--- config.mk ---
export PLATFORM = sky130hd
export DESIGN_NAME = channel_write_scheduler_flat
export DESIGN_NICKNAME = d
export VERILOG_FILES = /design/src/rtl/channel_write_scheduler_if.sv /design/src/rtl/channel_write_scheduler.sv /design/src/flat_wrapper.sv
export SDC_FILE = /design/constraint.sdc
export NUM_CORES = 1
export LEC_CHECK = 0
export BUFFER_PORTS_ARGS = -buffer_cell sky130_fd_sc_hd__buf_2
export CAP_MARGIN = 20
export CORE_ASPECT_RATIO = 0.5
export CORE_MARGIN = 1
export CORE_UTILIZATION = 50
export DETAILED_ROUTE_END_ITERATION = 8
export HOLD_SLACK_MARGIN = 0.06
export PLACE_DENSITY = 0.86
export SLEW_MARGIN = 20
export SYNTH_ARGS = -nofsm -noshare
export SYNTH_HDL_FRONTEND = slang
export SYNTH_SLANG_ARGS = --single-unit
--- constraint.sdc ---
create_clock -name clk -period 6.1 [get_ports clk]
set_clock_uncertainty 0.1 [all_clocks]
set_input_delay 0.61 -clock clk [delete_from_list [all_inputs] [get_ports clk]]
set_output_delay 0.61 -clock clk [all_outputs]
set_load 0.005 [all_outputs]
--- src/rtl/channel_write_scheduler_if.sv ---
// rtl/channel_write_scheduler_if.sv - requester/channel-table bundle for channel_write_scheduler
interface channel_write_scheduler_if #(
    parameter int NREQ = 4
);
    logic [NREQ-1:0]    req_valid;
    logic [6*NREQ-1:0]  req_addr;
    logic [11*NREQ-1:0] req_data;
    logic [NREQ-1:0]    req_ready;
    logic [10:0]        data;
    logic [5:0]         dataChange;
    logic               busy;
    logic [2:0]         grant_id;

    modport master (
        output req_valid, req_addr, req_data,
        input  req_ready, data, dataChange, busy, grant_id
    );

    modport slave (
        input  req_valid, req_addr, req_data,
        output req_ready, data, dataChange, busy, grant_id
    );
endinterface

--- src/rtl/channel_write_scheduler.sv ---
// rtl/channel_write_scheduler.sv - round-robin sequencer for the 64x11 channel table write port
// Optional duplicate-write suppression enabled by defining CWS_SKIP_DUP_EN.
module channel_write_scheduler #(
    parameter int NREQ        = 4,
    parameter int HOLD_CYCLES = 11
) (
    input  logic                    clk,
    input  logic                    rst,
    channel_write_scheduler_if.slave bus
);
    localparam int CW = (HOLD_CYCLES > 1) ? $clog2(HOLD_CYCLES) : 1;
    localparam logic [CW-1:0] LAST_CNT = CW'(HOLD_CYCLES - 1);

    typedef enum logic {S_IDLE, S_HOLD} state_t;

    state_t         r_state;
    logic [CW-1:0]  r_hold_cnt;
    logic [2:0]     r_rr_ptr;
    logic [2:0]     r_grant_id;
    logic [10:0]    r_data;
    logic [5:0]     r_addr;
    logic           r_busy;

    logic [7:0]     w_valid_ext;
    logic [5:0]     w_addr_arr [8];
    logic [10:0]    w_data_arr [8];
    logic           w_found;
    logic [2:0]     w_gnt;
    logic [5:0]     w_sel_addr;
    logic [10:0]    w_sel_data;
    logic           w_dup;
    logic [NREQ-1:0] w_ready;

    // Requester lanes padded to 8 so the 3-bit grant index is always in range.
    for (genvar gi = 0; gi < 8; gi++) begin : g_lane
        if (gi < NREQ) begin : g_on
            assign w_valid_ext[gi] = bus.req_valid[gi];
            assign w_addr_arr[gi]  = bus.req_addr[6*gi +: 6];
            assign w_data_arr[gi]  = bus.req_data[11*gi +: 11];
        end else begin : g_off
            assign w_valid_ext[gi] = 1'b0;
            assign w_addr_arr[gi]  = '0;
            assign w_data_arr[gi]  = '0;
        end
    end

    function automatic logic [2:0] wrap_idx(input logic [2:0] base, input int k);
        int s;
        s = int'(base) + k;
        if (s >= NREQ) s = s - NREQ;
        return 3'(s);
    endfunction

    // Scan farthest-first so the nearest valid index after rr_ptr is the one kept.
    always_comb begin
        w_found = 1'b0;
        w_gnt   = '0;
        for (int k = NREQ; k >= 1; k--) begin
            if (w_valid_ext[wrap_idx(r_rr_ptr, k)]) begin
                w_found = 1'b1;
                w_gnt   = wrap_idx(r_rr_ptr, k);
            end
        end
    end

    assign w_sel_addr = w_addr_arr[w_gnt];
    assign w_sel_data = w_data_arr[w_gnt];

    always_comb begin
        w_ready = '0;
        for (int i = 0; i < NREQ; i++) begin
            w_ready[i] = (r_state == S_IDLE) && w_found && (w_gnt == 3'(i));
        end
    end

`ifdef CWS_SKIP_DUP_EN
    logic [10:0] r_shadow [64];
    logic [63:0] r_shadow_vld;

    assign w_dup = r_shadow_vld[w_sel_addr] && (r_shadow[w_sel_addr] == w_sel_data);

    always_ff @(posedge clk) begin
        if (rst) begin
            r_shadow_vld <= '0;
        end else if (r_state == S_IDLE && w_found && !w_dup) begin
            r_shadow_vld[w_sel_addr] <= 1'b1;
            r_shadow[w_sel_addr]     <= w_sel_data;
        end
    end
`else
    assign w_dup = 1'b0;
`endif

    always_ff @(posedge clk) begin
        if (rst) begin
            r_state    <= S_IDLE;
            r_hold_cnt <= '0;
            r_rr_ptr   <= 3'(NREQ - 1);
            r_grant_id <= '0;
            r_data     <= '0;
            r_addr     <= '0;
            r_busy     <= 1'b0;
        end else begin
            case (r_state)
                S_IDLE: begin
                    if (w_found) begin
                        r_rr_ptr <= w_gnt;
                        // A suppressed duplicate is acknowledged but never reaches the table.
                        if (!w_dup) begin
                            r_data     <= w_sel_data;
                            r_addr     <= w_sel_addr;
                            r_grant_id <= w_gnt;
                            r_busy     <= 1'b1;
                            r_hold_cnt <= '0;
                            r_state    <= S_HOLD;
                        end
                    end
                end
                S_HOLD: begin
                    if (r_hold_cnt == LAST_CNT) begin
                        r_busy  <= 1'b0;
                        r_state <= S_IDLE;
                    end else begin
                        r_hold_cnt <= r_hold_cnt + 1'b1;
                    end
                end
                default: r_state <= S_IDLE;
            endcase
        end
    end

    assign bus.req_ready  = w_ready;
    assign bus.data       = r_data;
    assign bus.dataChange = r_addr;
    assign bus.busy       = r_busy;
    assign bus.grant_id   = r_grant_id;

endmodule

--- src/flat_wrapper.sv ---
// flat-port wrapper written by rule: the top's interface ports become plain ports
module channel_write_scheduler_flat 
#(
    parameter int NREQ        = 4,
    parameter int HOLD_CYCLES = 11
)
  (clk, rst, bus_req_valid, bus_req_addr, bus_req_data, bus_req_ready, bus_data, bus_dataChange, bus_busy, bus_grant_id);
  channel_write_scheduler_if #(.NREQ(NREQ)) bus_i ();
  input  logic clk;
  input  logic rst;
  input wire logic [$bits(bus_i.req_valid)-1:0] bus_req_valid;
  input wire logic [$bits(bus_i.req_addr)-1:0] bus_req_addr;
  input wire logic [$bits(bus_i.req_data)-1:0] bus_req_data;
  output wire logic [$bits(bus_i.req_ready)-1:0] bus_req_ready;
  output wire logic [$bits(bus_i.data)-1:0] bus_data;
  output wire logic [$bits(bus_i.dataChange)-1:0] bus_dataChange;
  output wire logic [$bits(bus_i.busy)-1:0] bus_busy;
  output wire logic [$bits(bus_i.grant_id)-1:0] bus_grant_id;
  assign bus_i.req_valid = bus_req_valid;
  assign bus_i.req_addr = bus_req_addr;
  assign bus_i.req_data = bus_req_data;
  assign bus_req_ready = bus_i.req_ready;
  assign bus_data = bus_i.data;
  assign bus_dataChange = bus_i.dataChange;
  assign bus_busy = bus_i.busy;
  assign bus_grant_id = bus_i.grant_id;
  channel_write_scheduler #(.NREQ(NREQ), .HOLD_CYCLES(HOLD_CYCLES)) u_core (.clk(clk), .rst(rst), .bus(bus_i));
endmodule
## Yosys cells after proc, flatten, opt, wreduce, memory -nomap -nowiden

Index checks and enable logic that the tools add are counted.

- Add/subtract/negate cells: 9
- Multiply operators: 0
- Divide/modulo/power cells: 0
- $lt $le $gt $ge: 9
- Equality and inequality tests: 7
- Shifts and indexed selects: 0
- Multiplexer cells: 35
- Bitwise operators: 2
- Reduce and logical (&&, ||, !) cells: 9

Operator list:

| cell | number |
|---|---|
| $bmux W11 S3 | 1 |
| $mux W3 | 8 |
| $mux W11 | 2 |
| $bmux W6 S3 | 1 |
| $ge A4 B3 Y1 const B | 4 |
| $lt A3 B4 Y1 const B | 4 |
| $bmux W1 S3 | 4 |
| $mux W1 | 12 |
| $mux W6 | 2 |
| $sub A3 B3 Y3 const B | 4 |
| $add A3 B2 Y4 const B | 2 |
| $mux W4 | 2 |
| $pmux W4 S2 | 1 |
| $eq A3 B2 Y1 const B | 2 |
| $reduce_and A2 Y1 | 3 |
| $logic_and A1 B1 Y1 | 5 |
| $add A3 B1 Y4 const B | 1 |
| $add A3 B3 Y4 const B | 1 |
| $add A4 B1 Y4 const B | 1 |
| $eq A4 B4 Y1 const B | 1 |
| $ge A4 B4 Y1 const B | 1 |
| $ne A2 B2 Y1 const B | 2 |
| $not A3 Y4 | 1 |
| $pmux W1 S2 | 2 |
| other kinds (4) | 4 |

- Register bits after elaboration: 29
- Bits in latches: 0
- Bits in writable memories: 0
- ROM bits: 0
- Input bits: 74
- Output and inout bits: 25
- Word-level logic and storage cells: 78
- Memories kept: 0

## Depth between registers and ports, before layout

Gate-level depths: netlist of run 1.

- Depth in word-level cells: 13
- Depth in mapped cells: 13
- Mapped depth without buffers: 8

## Worst setup path before layout of run 1

Ideal clock, no wire load.

- Kind: register to output
- Start point: reg u_core.r_rr_ptr[0]
- End point: out bus_req_ready[0]
- Arrival time: 2478 ps
- Data required time: 5390 ps
- Setup slack: 2912 ps
- Stages on the path, launching flop included: 13
- Path buffers: 4
- Cell sequence: dfxtp_1 buf_6 buf_6 inv_1 ha_1 buf_4 mux2_4 nor3_1 a221o_1 a2bb2oi_2 nor2_4 buf_4 and2_1

- Cells in the longest elaborated chain, start to end: 11
- Elaborated cells between the ends (all ways): 35
- Classes of those cells: add/sub (8); order compare (4); mux (20); reduce/logical (3)

Ends and longest elaborated chain:

| what | line | RTL |
|---|---|---|
| start: declaration | channel_write_scheduler.sv:18 | `logic [2:0] r_rr_ptr;` |
| start signal: assignment | channel_write_scheduler.sv:98 | `r_rr_ptr <= 3'(NREQ - 1);` |
| start signal: assignment | channel_write_scheduler.sv:107 | `r_rr_ptr <= w_gnt;` |
| $add A3 B3 Y4 | channel_write_scheduler.sv:49 | `s = int'(base) + k;` |
| $ge A4 B3 Y1 / $sub A3 B3 Y3 (equally long branches) | channel_write_scheduler.sv:50 | `if (s >= NREQ) s = s - NREQ;` |
| $mux W3 | channel_write_scheduler.sv:50 |  |
| $bmux W1 S3 | channel_write_scheduler.sv:59 | `if (w_valid_ext[wrap_idx(r_rr_ptr, k)]) begin` |
| $mux W1 (not written as such) | channel_write_scheduler.sv:59 |  |
| $mux W3 / $mux W1 (equally long branches) (4 in a row) | channel_write_scheduler.sv:59 |  |
| $logic_not A3 Y1 / $logic_and A1 B1 Y1 (equally long branches) | channel_write_scheduler.sv:72 | `w_ready[i] = (r_state == S_IDLE) && w_found && (w_gnt == 3'(i));` |
| $logic_and A1 B1 Y1 * | channel_write_scheduler.sv:72 |  |
| end: declaration | flat_wrapper.sv:14 | `output wire logic [$bits(bus_i.req_ready)-1:0] bus_req_ready;` |

Every way passes the cells marked *; elsewhere a longest branch is shown, timed or not. The select of a mux whose other input is x is not followed.

## Final worst setup path of run 1

- Start point: reg u_core.r_rr_ptr[0]
- End point: out bus_req_ready[1]

- Cells in the longest elaborated chain, start to end: 11
- Elaborated cells between the ends (all ways): 35
- Classes of those cells: add/sub (8); order compare (4); eq/ne (1); mux (20); reduce/logical (2)

Ends and longest elaborated chain:

| what | line |
|---|---|
| $add A3 B3 Y4 | channel_write_scheduler.sv:49 |
| $ge A4 B3 Y1 / $sub A3 B3 Y3 (equally long branches) | channel_write_scheduler.sv:50 |
| $mux W3 | channel_write_scheduler.sv:50 |
| $bmux W1 S3 | channel_write_scheduler.sv:59 |
| $mux W1 (not written as such) | channel_write_scheduler.sv:59 |
| $mux W3 / $mux W1 (equally long branches) (4 in a row) | channel_write_scheduler.sv:59 |
| $eq A3 B1 Y1 / $logic_and A1 B1 Y1 (equally long branches) | channel_write_scheduler.sv:72 |
| $logic_and A1 B1 Y1 * | channel_write_scheduler.sv:72 |

Marks and branches as above.

==> results of run 1 <==
[report_power, final]
part	internal, µW	leakage [µW]	switching, µW	total [µW]
clock network	88.0	0.0000357	59.9	148
registers	228	0.000232	35.7	263
logic	245	0.00101	300	545
total	561	0.00127	395	956
[through the flow]
stage               total power [µW]  hold slack [ns]  cell area [µm²]  std cells   util
floorplan                        736            0.353             1990        202      -
global placement                 794            0.343             2410        335  0.667
detailed placement               809            0.358             2410        335  0.667
CTS                              958            0.373             2490        339  0.686
global route                    1020            0.380             2490        339  0.686
finish                           956            0.370             2490        339  0.686
[registers in the layout, indices dropped and copies added, names as in the netlist]
register and count:
u_core.bus.busy 1, u_core.r_state 1, u_core.bus.dataChange 6, u_core.bus.grant_id 3, u_core.bus.data 11, u_core.r_rr_ptr 2, u_core.r_hold_cnt 4
[layout make-up]
class                      count  area share
timing repair buffer          98       0.197
clock buffer                   3      0.0166
tap                           51      0.0257
multi-input combinational    152       0.514
inverter                       6     0.00906
clock inverter                 1      0.0121
sequential                    28       0.225
[worst max-delay path, stage by stage (launching register included)]
cell	delay, ns
dfxtp_1	0.74
inv_1	0.18
ha_1	0.53
mux2_4	0.35
nor4_1	0.29
o31ai_1	0.15
mux2_4	0.52
nor3_1	0.25
buf_2	0.14
[cells by family after synthesis]
family / share of synthesized area
and+or+nand+nor: 0.102
adders and majority gates: 0.0251
buffers and inverters: 0.0778
muxes: 0.224
DFF: 0.281
AOI/OAI and AO/OA: 0.290
[synth_stat cells, types with 2 or more instances]
master    instances
buf_6             5
o31ai_1           2
o21ai_2           2
clkbuf_1          3
dfxtp_1          28
nand2_1           9
nand3_1           2
mux2_4            2
nand2b_1          3
ha_1              4
nor2_1           12
o21ai_0          22
or3_1             3
buf_4             4
a221o_1           2
o21ai_1           2
and3_1            2
a211oi_1          3
mux2i_1          36
mux2_1            2
inv_1             6
a21oi_1           4
nor3_1            3
buf_2             3
a221oi_2         16
[layer usage]
metal	up-vias	routed length, µm
met5	-	0
met1	904	2240
li1	955	-
met3	9	211
met2	58	2530
met4	0	68
[worst max path at each step]
stage,from,to,slack [ns],cells after the start
finish,u_core.r_rr_ptr[0]$_SDFFE_PP1P_,bus_req_ready[1],1.94,8
global route,u_core.r_rr_ptr[0]$_SDFFE_PP1P_,bus_req_ready[1],1.72,8
CTS,u_core.r_rr_ptr[0]$_SDFFE_PP1P_,bus_req_ready[1],1.96,8
detailed placement,u_core.r_rr_ptr[0]$_SDFFE_PP1P_,bus_req_ready[0],2.29,9
global placement,u_core.r_rr_ptr[0]$_SDFFE_PP1P_,bus_req_ready[0],2.40,9
floorplan,u_core.r_rr_ptr[0]$_SDFFE_PP1P_,bus_req_ready[0],2.91,12
==> reports/qor_table.md, run 1 <==
| Quantity | Reported |
| --- | --- |
| Status | finished clean |
| Overall Global Routing Usage | 0.235 |
| CTS root buffer | clkbuf_8 |
| Sink of the worst hold path | u_core.bus.busy$_SDFFE_PP0P_ |
| Area of the core | 0.00362 mm² |
| Flop and latch count out of synthesis | 28 |
| Crit path max fanout | 39 |
| Relative area change from synthesis to final layout | 24.7% |
| Synthesis warning total | 0 |
| Largest voltage drop on the vdd net | 0.173 mV |
| TritonCTS clock tree | yes |
| Clock-pin transition on the worst setup and hold timing paths | 0.09 ns |
| Remaining DRCs | 0 |
| Standard-cell rows | 15 |
| RR Startpoint | u_core.r_rr_ptr[0]$_SDFFE_PP1P_ |
| Period utilisation layout | 0.682 |
| CP Class | register to output pin |
| Initial DRT Pass Iterations | 5 |
| Mean instance size in the synthesized netlist | 9.87 µm² |
| Clock tree buffer depth | 2 |
| Number of sinks handled by clock tree synthesis | 28 |
| Input/output buffers | 98 |
| Number of global-route vias before repair | 1805 |
| Remaining antenna violation count after routing | 0 |
| Number of H-tree branching levels | 1 |
| Worst reg-to-reg setup slack | 2.62 ns |
| Worst reg-to-reg path cell count | 8 |
| Crit end category | output pin |
| Number of buffers added to fix hold violations after cts | 0 |
| Destination of the worst register-to-register timing path | u_core.bus.data[10]$_SDFFE_PP0P_ |
| Violation count after the first detailed-routing iteration | 84 |
| Global routing usage on met1 | 0.277 |
| Most area-consuming cells after synthesis | dfxtp_1 28%, mux2i_1 18%, a221oi_2 12% |
| Highest Clock Rate | 241 MHz |
| RSZ-0062 raised after global routing | false |
| Required time worst endpoint | 5.39 ns |
| Largest net degree at the start of global routing | 40 |
| Signal arrival time at the worst endpoint | 3.45 ns |
| Post-layout nets | 367 |
| Worst slew margin relative to its limit | 0.437 |
| Total number of vias | 1926 |
| Portion of the post-synthesis area used by sequential elements | 0.281 |
| GRT overflow | 0 |
| Per-cell via count in the routed design | 5.68 |
| Number of antenna violations at the first check in global routing | 0 |
| Postcts setup bufs | 0 |
| Post-route worst setup slack | 1.94 ns |
| MaxCap Viol Count | 0 |
| Min-Delay Path Class | register to register |
| First-pass GRT wire length | 7.86 mm |
| Cell area power density | 385 mW/mm² |
| Synth area leader | dfxtp_1 |
| Most frequent cells in the layout | 98 x buf_2, 36 x mux2i_1, 28 x dfxtp_1, 22 x o21ai_0, 16 x a221oi_2 |
| Total count of hold-check failures in the final report | 0 |
| Syn Inst Count | 202 |
| Area occupied by multi-input gates | 0.00128 mm² |
| Slew of the pin with the lowest slew margin | 0.845 ns |
| Leakage | 0.00127 µW |
| Most common library cell in the layout ignoring fill and taps | buf_2 |
| Unique cell type count in the Yosys netlist | 47 |
| Effective utilization at floorplan | 0.550 |
| Wire length per cell after detailed routing | 14.9 µm |
| FFs w/ async S/R, synth | 0 |
| Sum of net half-perimeters after detailed placement | 3.78 mm |
| EDFF count, synth | 0 |
| Storage cell area | 561 µm² |
| Post-cts sizing count | 0 |
| Die Outline Area | 0.00426 mm² |
| Height of the chip | 46.6 µm |
| Antenna diode instance count | 0 |
| Clock Latency Late Sink | 0.27 ns |
| Met2 track utilization from global routing | 0.465 |
| Portion of synthesized cell area occupied by the leading cell type | 0.281 |
| Max-slew violations | 0 |
| Layout filler cell count | 284 |
| Aggregate routed wire length | 5.05 mm |
| M3 GR Usage | 0.0413 |
| Pre-CTS setup slack | 2.29 ns |
| Num ports | 99 |
| Startpoint types | register |
| Busiest metal layer after global routing | met2 |
| RePlAce Congestion | 0.895 |
| Primary flip-flop cell chosen by synthesis mapping | dfxtp_1 |
| Count of cells along the worst hold path | 2 |
| Post-Synthesis Cell Area | 0.00199 mm² |
| Hold_sp | u_core.bus.busy$_SDFFE_PP0P_ |
| Final critical path time including I/O delays and setup | 4.16 ns |
| Cts bufs inserted | 3 |
| Post-Route Setup TNS | 0 ns |
| Post-Synthesis Net Count | 280 |
| Share of layout cells above drive strength 1 | 0.455 |
| Horizontal extent of the die | 91.3 µm |
| Final setup violation count | 0 |
No activity file was read; power rests on OpenSTA's default activity.
==> run 2, diff against run 1 <==
--- a/config.mk
+++ b/config.mk
@@ -5,14 +5,15 @@
 export SDC_FILE = /design/constraint.sdc
 export NUM_CORES = 1
 export LEC_CHECK = 0
+export ABC_AREA = 1
 export BUFFER_PORTS_ARGS = -buffer_cell sky130_fd_sc_hd__buf_2
 export CAP_MARGIN = 20
 export CORE_ASPECT_RATIO = 0.5
 export CORE_MARGIN = 1
-export CORE_UTILIZATION = 50
+export CORE_UTILIZATION = 47
 export DETAILED_ROUTE_END_ITERATION = 8
 export HOLD_SLACK_MARGIN = 0.06
-export PLACE_DENSITY = 0.86
+export PLACE_DENSITY = 0.8
 export SLEW_MARGIN = 20
 export SYNTH_ARGS = -nofsm -noshare
 export SYNTH_HDL_FRONTEND = slang
==> constraint.sdc (replaced) <==
create_clock -name clk -period 4.24 [get_ports clk]
set_clock_uncertainty 0.1 [all_clocks]
set_input_delay 0.424 -clock clk [delete_from_list [all_inputs] [get_ports clk]]
set_output_delay 0.424 -clock clk [all_outputs]
set_load 0.005 [all_outputs]
==> run 2 against run 1 <==
Effect of this change:
- critical path depth grew 4
- design area grew 7.5%
- worst hold slack lost 0.018 ns
- critical path type unchanged
- non-clock buffer count grew 1
- first-iteration DRC count grew 33%
- area after synthesis grew 8.2%
- via count grew 31%
- largest cell class unchanged
- sequential power grew 58%
- global-route usage shrank 0.47 points
- critical endpoint unchanged
- the flow now finishes with violations (design-rule violations)
- sequential share of layout area shrank 1.6 points
==> reports/qor_table.md, run 2 <==
| Quantity | Reported |
| --- | --- |
| Remaining antenna violation count after routing | 0 |
| Share of layout cells above drive strength 1 | 0.248 |
| Max-slew violations | 0 |
| Period utilisation layout | 0.826 |
| Busiest metal layer after global routing | met2 |
| Final cell count without fillers | 533 |
| Post-placement cell count | 529 |
| Total count of hold-check failures in the final report | 0 |
| RePlAce Congestion | 0.863 |
| Worst reg-to-reg setup slack | 1.06 ns |
| Largest net degree at the start of global routing | 36 |
| Leakage | 0.00169 µW |
| Post-Synthesis Net Count | 472 |
| Most frequent cells in the layout | 138 x nand2_1, 98 x buf_2, 80 x nor2_1, 51 x inv_1, 44 x nand3_1 |
| Count of cells along the worst hold path | 5 |
| Number of H-tree branching levels | 1 |
| Portion of the post-synthesis area used by sequential elements | 0.260 |
| Sum of net half-perimeters after detailed placement | 4.03 mm |
| Number of buffers added to fix hold violations after cts | 0 |
| Aggregate routed wire length | 5.51 mm |
| Worst reg-to-reg path cell count | 14 |
| FFs w/ async S/R, synth | 0 |
| Required time worst endpoint | 3.72 ns |
| Primary flip-flop cell chosen by synthesis mapping | dfxtp_1 |
| MaxCap Viol Count | 0 |
| Num ports | 99 |
| Antenna diode instance count | 0 |
| Storage cell area | 561 µm² |
| Most numerous cell in the Yosys netlist | nand2_1 |
| TritonCTS clock tree | yes |
| GRT overflow | 0 |
| Signal arrival time at the worst endpoint | 2.98 ns |
| Worst slew margin relative to its limit | 0.329 |
| Mean instance size in the synthesized netlist | 5.47 µm² |
| Post-layout nets | 558 |
| Sink of the worst hold path | u_core.bus.data[9]$_SDFFE_PP0P_ |
| Standard-cell rows | 16 |
| Post-Route Setup TNS | 0 ns |
| Postcts setup bufs | 0 |
| Highest Clock Rate | 286 MHz |
| Unique cell type count in the Yosys netlist | 22 |
| Total Power Consumption | 2070 µW |
| Final critical path time including I/O delays and setup | 3.50 ns |
| Die Outline Area | 0.00488 mm² |
| Number of flip-flops under the largest register name | 11 |
| Post-cts sizing count | 0 |
| Clock Latency Late Sink | 0.27 ns |
| Remaining DRCs | 6 |
| First-pass GRT wire length | 9.27 mm |
| Post-Synthesis Cell Area | 0.00216 mm² |
| Height of the chip | 49.9 µm |
| Violation count after the first detailed-routing iteration | 112 |
| Relative area change from synthesis to final layout | 24.0% |
| Startpoint types | register |
| CP Class | register to output pin |
| Initial DRT Pass Iterations | 6 |
| Most used standard cells in the synthesized netlist | 138 x nand2_1, 80 x nor2_1, 51 x inv_1 |
| Input/output buffers | 98 |
| Synth area leader | dfxtp_1 |
| RR Startpoint | u_core.r_rr_ptr[0]$_SDFFE_PP1P_ |
| Flop and latch count out of synthesis | 28 |
| Number of antenna violations at the first check in global routing | 0 |
| RSZ-0062 raised after global routing | false |
| Slew of the pin with the lowest slew margin | 1.01 ns |
| Violations in the final reports | design-rule violations |
| Area of the core | 0.00414 mm² |
| Wire length per cell after detailed routing | 10.3 µm |
| Met2 track utilization from global routing | 0.422 |
| Total number of vias | 2528 |
| Per-cell via count in the routed design | 4.74 |
| Most area-consuming cells after synthesis | dfxtp_1 26%, nand2_1 24%, nor2_1 14% |
| Min-Delay Path Class | input pin to register |
| Cts bufs inserted | 3 |
| Horizontal extent of the die | 97.8 µm |
| Global routing usage on met1 | 0.287 |
| Syn Inst Count | 394 |
| Most common library cell in the layout ignoring fill and taps | nand2_1 |
| Status | complete, but fails checks |
| Hold_sp | bus_req_data[42] |
| M3 GR Usage | 0.0397 |
| Overall Global Routing Usage | 0.230 |
| CTS root buffer | clkbuf_8 |
| Crit path max fanout | 35 |
| Number of sinks handled by clock tree synthesis | 28 |
| Final setup violation count | 0 |
| Cell area power density | 773 mW/mm² |
| Effective utilization at floorplan | 0.520 |
| Portion of synthesized cell area occupied by the leading cell type | 0.260 |
| Clock-pin transition on the worst setup and hold timing paths | 0.10 ns |
| Number of global-route vias before repair | 2218 |
| Area occupied by multi-input gates | 0.00127 mm² |
| EDFF count, synth | 0 |
| Synthesis warning total | 0 |
| Largest voltage drop on the vdd net | 0.297 mV |
| Layout filler cell count | 440 |
| Destination of the worst register-to-register timing path | u_core.bus.data[7]$_SDFFE_PP0P_ |
| Clock tree buffer depth | 2 |
| Crit end category | output pin |
## run 2: cell count changes after synthesis, moves of 4 or more
cell	change
nand3_1	+42
a221oi_2	-16
inv_2	+4
inv_1	+45
buf_2	+6
nand2_2	+5
o21ai_0	-20
nor2_1	+68
mux2i_1	-36
nand2_1	+129
## run 2: worst max-delay path by stage
stage / from / endpoint / cells past startpoint
after floorplan: u_core.r_rr_ptr[0]$_SDFFE_PP1P_ / bus_req_ready[0] / 13
after global placement: u_core.r_rr_ptr[0]$_SDFFE_PP1P_ / bus_req_ready[1] / 12
after detailed placement: u_core.r_rr_ptr[0]$_SDFFE_PP1P_ / bus_req_ready[1] / 12
after CTS: u_core.r_rr_ptr[0]$_SDFFE_PP1P_ / bus_req_ready[1] / 12
after global routing: u_core.r_rr_ptr[0]$_SDFFE_PP1P_ / bus_req_ready[1] / 12
final: u_core.r_rr_ptr[0]$_SDFFE_PP1P_ / bus_req_ready[1] / 12
## run 2: logic make-up (layout without fill, tap and decap cells)
family,count (synthesis),count (layout),synth area share
AO/OA/AOI/OAI,11,11,0.0279
buffers and inverters,73,158,0.151
AND/OR/NAND/NOR,278,278,0.537
flip-flops,28,28,0.260
adder cells (fa/ha/maj),4,4,0.0232
## run 2: where the power goes
part | internal (µW) | switching (µW)
Clock | 126 | 85.0
Combinational | 482 | 956
Sequential | 359 | 57.0
## run 2: area by class of cell
class	count	area share
repair buffers	99	0.186
inverters	55	0.0772
clock inverters	1	0.0112
multi-input cells	293	0.475
flip-flops and latches	28	0.210
clock buffers	3	0.0154
well taps	54	0.0253
## run 2: metal layers
| metal | routed length [µm] | vias to the layer above | part of all wire |
|---|---|---|---|
| li1 | - | 1353 | - |
| met1 | 2640 | 1111 | 0.48 |
| met2 | 2620 | 58 | 0.48 |
| met3 | 198 | 6 | 0.036 |
| met4 | 51 | 0 | 0.0093 |
| met5 | 0 | - | 0 |
## run 2: worst max-delay path: stages, from the launching register on
cell	delay, ns
dfxtp_1	0.50
inv_2	0.15
ha_1	0.38
inv_1	0.09
nand3_1	0.12
nand3_2	0.10
nand2_1	0.07
nand2_1	0.05
nand2_2	0.48
nand2_2	0.40
inv_1	0.17
nor2_1	0.06
buf_2	0.14
## run 2: metrics by stage
stage                     instance area (µm²)  setup WS (ns)  utilization  hold WS, ns
final                                    2670          0.739        0.645        0.352
after global routing                     2670          0.397        0.645        0.367
after CTS                                2670          0.784        0.645        0.352
after detailed placement                 2600           1.10        0.628        0.355
after global placement                   2600           1.15        0.628        0.352
after floorplan                          2160           1.81            -        0.335
==> run 3, diff against run 2 <==
==> constraint.sdc (replaced) <==
create_clock -name clk -period 3.65 [get_ports clk]
set_clock_uncertainty 0.1 [all_clocks]
set_input_delay 0.365 -clock clk [delete_from_list [all_inputs] [get_ports clk]]
set_output_delay 0.365 -clock clk [all_outputs]
set_load 0.005 [all_outputs]
==> run 3 against run 2 <==
Effect of this change:
- design area is 0.56% lower
- global-route usage is 0.66 points lower
- final cell count is 0.19% higher
- the run still ends with design-rule violations left
- highest routed layer unchanged
==> reports/qor_table.md, run 3 (same netlist as run 2, synthesis figures left out) <==
| Quantity | Reported |
| --- | --- |
| Status | complete, but fails checks |
| Violations in the final reports | design-rule violations |
| First-pass GRT wire length | 8.99 mm |
| Initial DRT Pass Iterations | 7 |
| Clock Latency Late Sink | 0.27 ns |
| Proportion of power drawn by flip-flops and latches | 0.207 |
| Final critical path time including I/O delays and setup | 3.23 ns |
| Min-Delay Path Class | input pin to register |
| RePlAce Congestion | 0.843 |
| Num ports | 99 |
| Max-slew violations | 0 |
| Cell area power density | 876 mW/mm² |
| Number of global-route vias before repair | 2211 |
| Largest net degree at the start of global routing | 36 |
| Aggregate routed wire length | 5.31 mm |
| Number of flip-flops under the largest register name | 11 |
| Largest voltage drop on the vdd net | 0.434 mV |
| Wire length per cell after detailed routing | 9.94 µm |
| Remaining DRCs | 6 |
| RSZ-0062 raised after global routing | false |
| Remaining antenna violation count after routing | 0 |
| Net Sw Power | 1260 µW |
| Number of H-tree branching levels | 1 |
| CTS root buffer | clkbuf_8 |
| Required time worst endpoint | 3.18 ns |
| Crit end category | output pin |
| Sum of net half-perimeters after detailed placement | 4.06 mm |
| Period utilisation layout | 0.885 |
| Worst slew margin relative to its limit | 0.688 |
| Combinational cell fraction of total power | 0.720 |
| TritonCTS clock tree | yes |
| Signal arrival time at the worst endpoint | 2.76 ns |
| Relative area change from synthesis to final layout | 23.3% |
| Per-cell via count in the routed design | 4.65 |
| Worst reg-to-reg path cell count | 15 |
| Cts bufs inserted | 3 |
| Leakage | 0.00168 µW |
| Standard-cell rows | 16 |
| GRT overflow | 0 |
| Number of buffers added to fix hold violations after cts | 0 |
| Post-Route Setup TNS | 0 ns |
| Slew of the pin with the lowest slew margin | 0.468 ns |
| Input/output buffers | 98 |
| Post-cts sizing count | 0 |
| Horizontal extent of the die | 97.8 µm |
| Total count of hold-check failures in the final report | 0 |
| Highest Clock Rate | 310 MHz |
| Violation count after the first detailed-routing iteration | 115 |
| Most common library cell in the layout ignoring fill and taps | nand2_1 |
| Internal Pwr Total | 1070 µW |
| Number of antenna violations at the first check in global routing | 0 |
| CP Class | register to output pin |
| Fin util | 0.641 |
| Switching portion of total power | 0.540 |
| Postcts setup bufs | 0 |
| Area of the core | 0.00414 mm² |
| Crit path max fanout | 24 |
| Clock-pin transition on the worst setup and hold timing paths | 0.10 ns |
| Number of sinks handled by clock tree synthesis | 28 |
| Clock tree buffer depth | 2 |
| Count of cells along the worst hold path | 5 |
| Height of the chip | 49.9 µm |
| Post-layout nets | 560 |
| Summed area of non-filler cells in the final layout | 0.00266 mm² |
| Clock share of power | 0.073 |
| Most frequent cells in the layout | 138 x nand2_1, 98 x buf_2, 80 x nor2_1, 51 x inv_1, 44 x nand3_1 |
| Effective utilization at floorplan | 0.520 |
| Share of layout cells above drive strength 1 | 0.250 |
| Final setup violation count | 0 |
| Layout filler cell count | 436 |
| Die Outline Area | 0.00488 mm² |
| Startpoint types | register |
| Overall Global Routing Usage | 0.223 |
| Antenna diode instance count | 0 |
| Total number of vias | 2482 |
| Placed cell areas | 0.00262 mm² |
| MaxCap Viol Count | 0 |
-- run 3: cell types whose count changed in the layout (fill, tap and decap cells not counted), sizes merged --
| cell | before | now |
|---|---|---|
| buf | 99 | 101 |
| bufinv | 1 | 0 |
-- run 3: critical path: stages (launching register included) --
cell	delay [ns]
dfxtp_1	0.48
inv_2	0.15
ha_1	0.37
inv_1	0.09
nand3_1	0.10
nand3_2	0.12
nand3_1	0.12
nand2_2	0.12
inv_2	0.33
nand2_1	0.31
nor2_1	0.16
buf_2	0.13
-- run 3: area by class of cell --
| type | count | area [µm²] | area share |
|---|---|---|---|
| clock buffer | 3 | 41.3 | 0.0155 |
| timing repair buffer | 101 | 513 | 0.193 |
| inverter | 55 | 206 | 0.0777 |
| tap | 54 | 67.6 | 0.0254 |
| sequential | 28 | 561 | 0.211 |
| multi-input combinational | 293 | 1270 | 0.477 |
-- run 3: final timing paths --
check,slack (ns),endpoint,from
worst max register to register,0.75,u_core.bus.data[10]$_SDFFE_PP0P_,u_core.r_rr_ptr[0]$_SDFFE_PP1P_
worst min register to register,0.37,u_core.r_hold_cnt[3]$_SDFFE_PP0P_,u_core.r_hold_cnt[3]$_SDFFE_PP0P_
worst min-delay path,0.30,u_core.bus.data[9]$_SDFFE_PP0P_,bus_req_data[42]
worst max-delay path,0.42,bus_req_ready[2],u_core.r_rr_ptr[0]$_SDFFE_PP1P_
-- run 3: routing by layer --
metal	part of all wire	GRT usage	vias to the layer above	wire length (µm)
met5	0	0	-	0
met4	0.0021	0.0354	0	11
met3	0.044	0.0340	2	235
met2	0.48	0.415	53	2520
met1	0.48	0.280	1072	2540
li1	-	-	1355	-
-- run 3: per-stage QoR --
step	worst slack [ns]	std cells	power, µW	hold WS, ns
finish	0.420	534	2330	0.299
CTS	0.445	534	2340	0.298
detailed placement	0.762	531	2160	0.363
global placement	0.808	531	2140	0.352
floorplan	1.28	394	1860	0.335
global route	0.110	534	2600	0.322
-- run 3: power by group through the flow --
stage               clock, µW  combinational [µW]  sequential (µW)
floorplan                   0                1370              489
global placement            0                1660              486
detailed placement          0                1670              487
CTS                       168                1690              482
global route              178                1930              494
finish                    170                1680              482
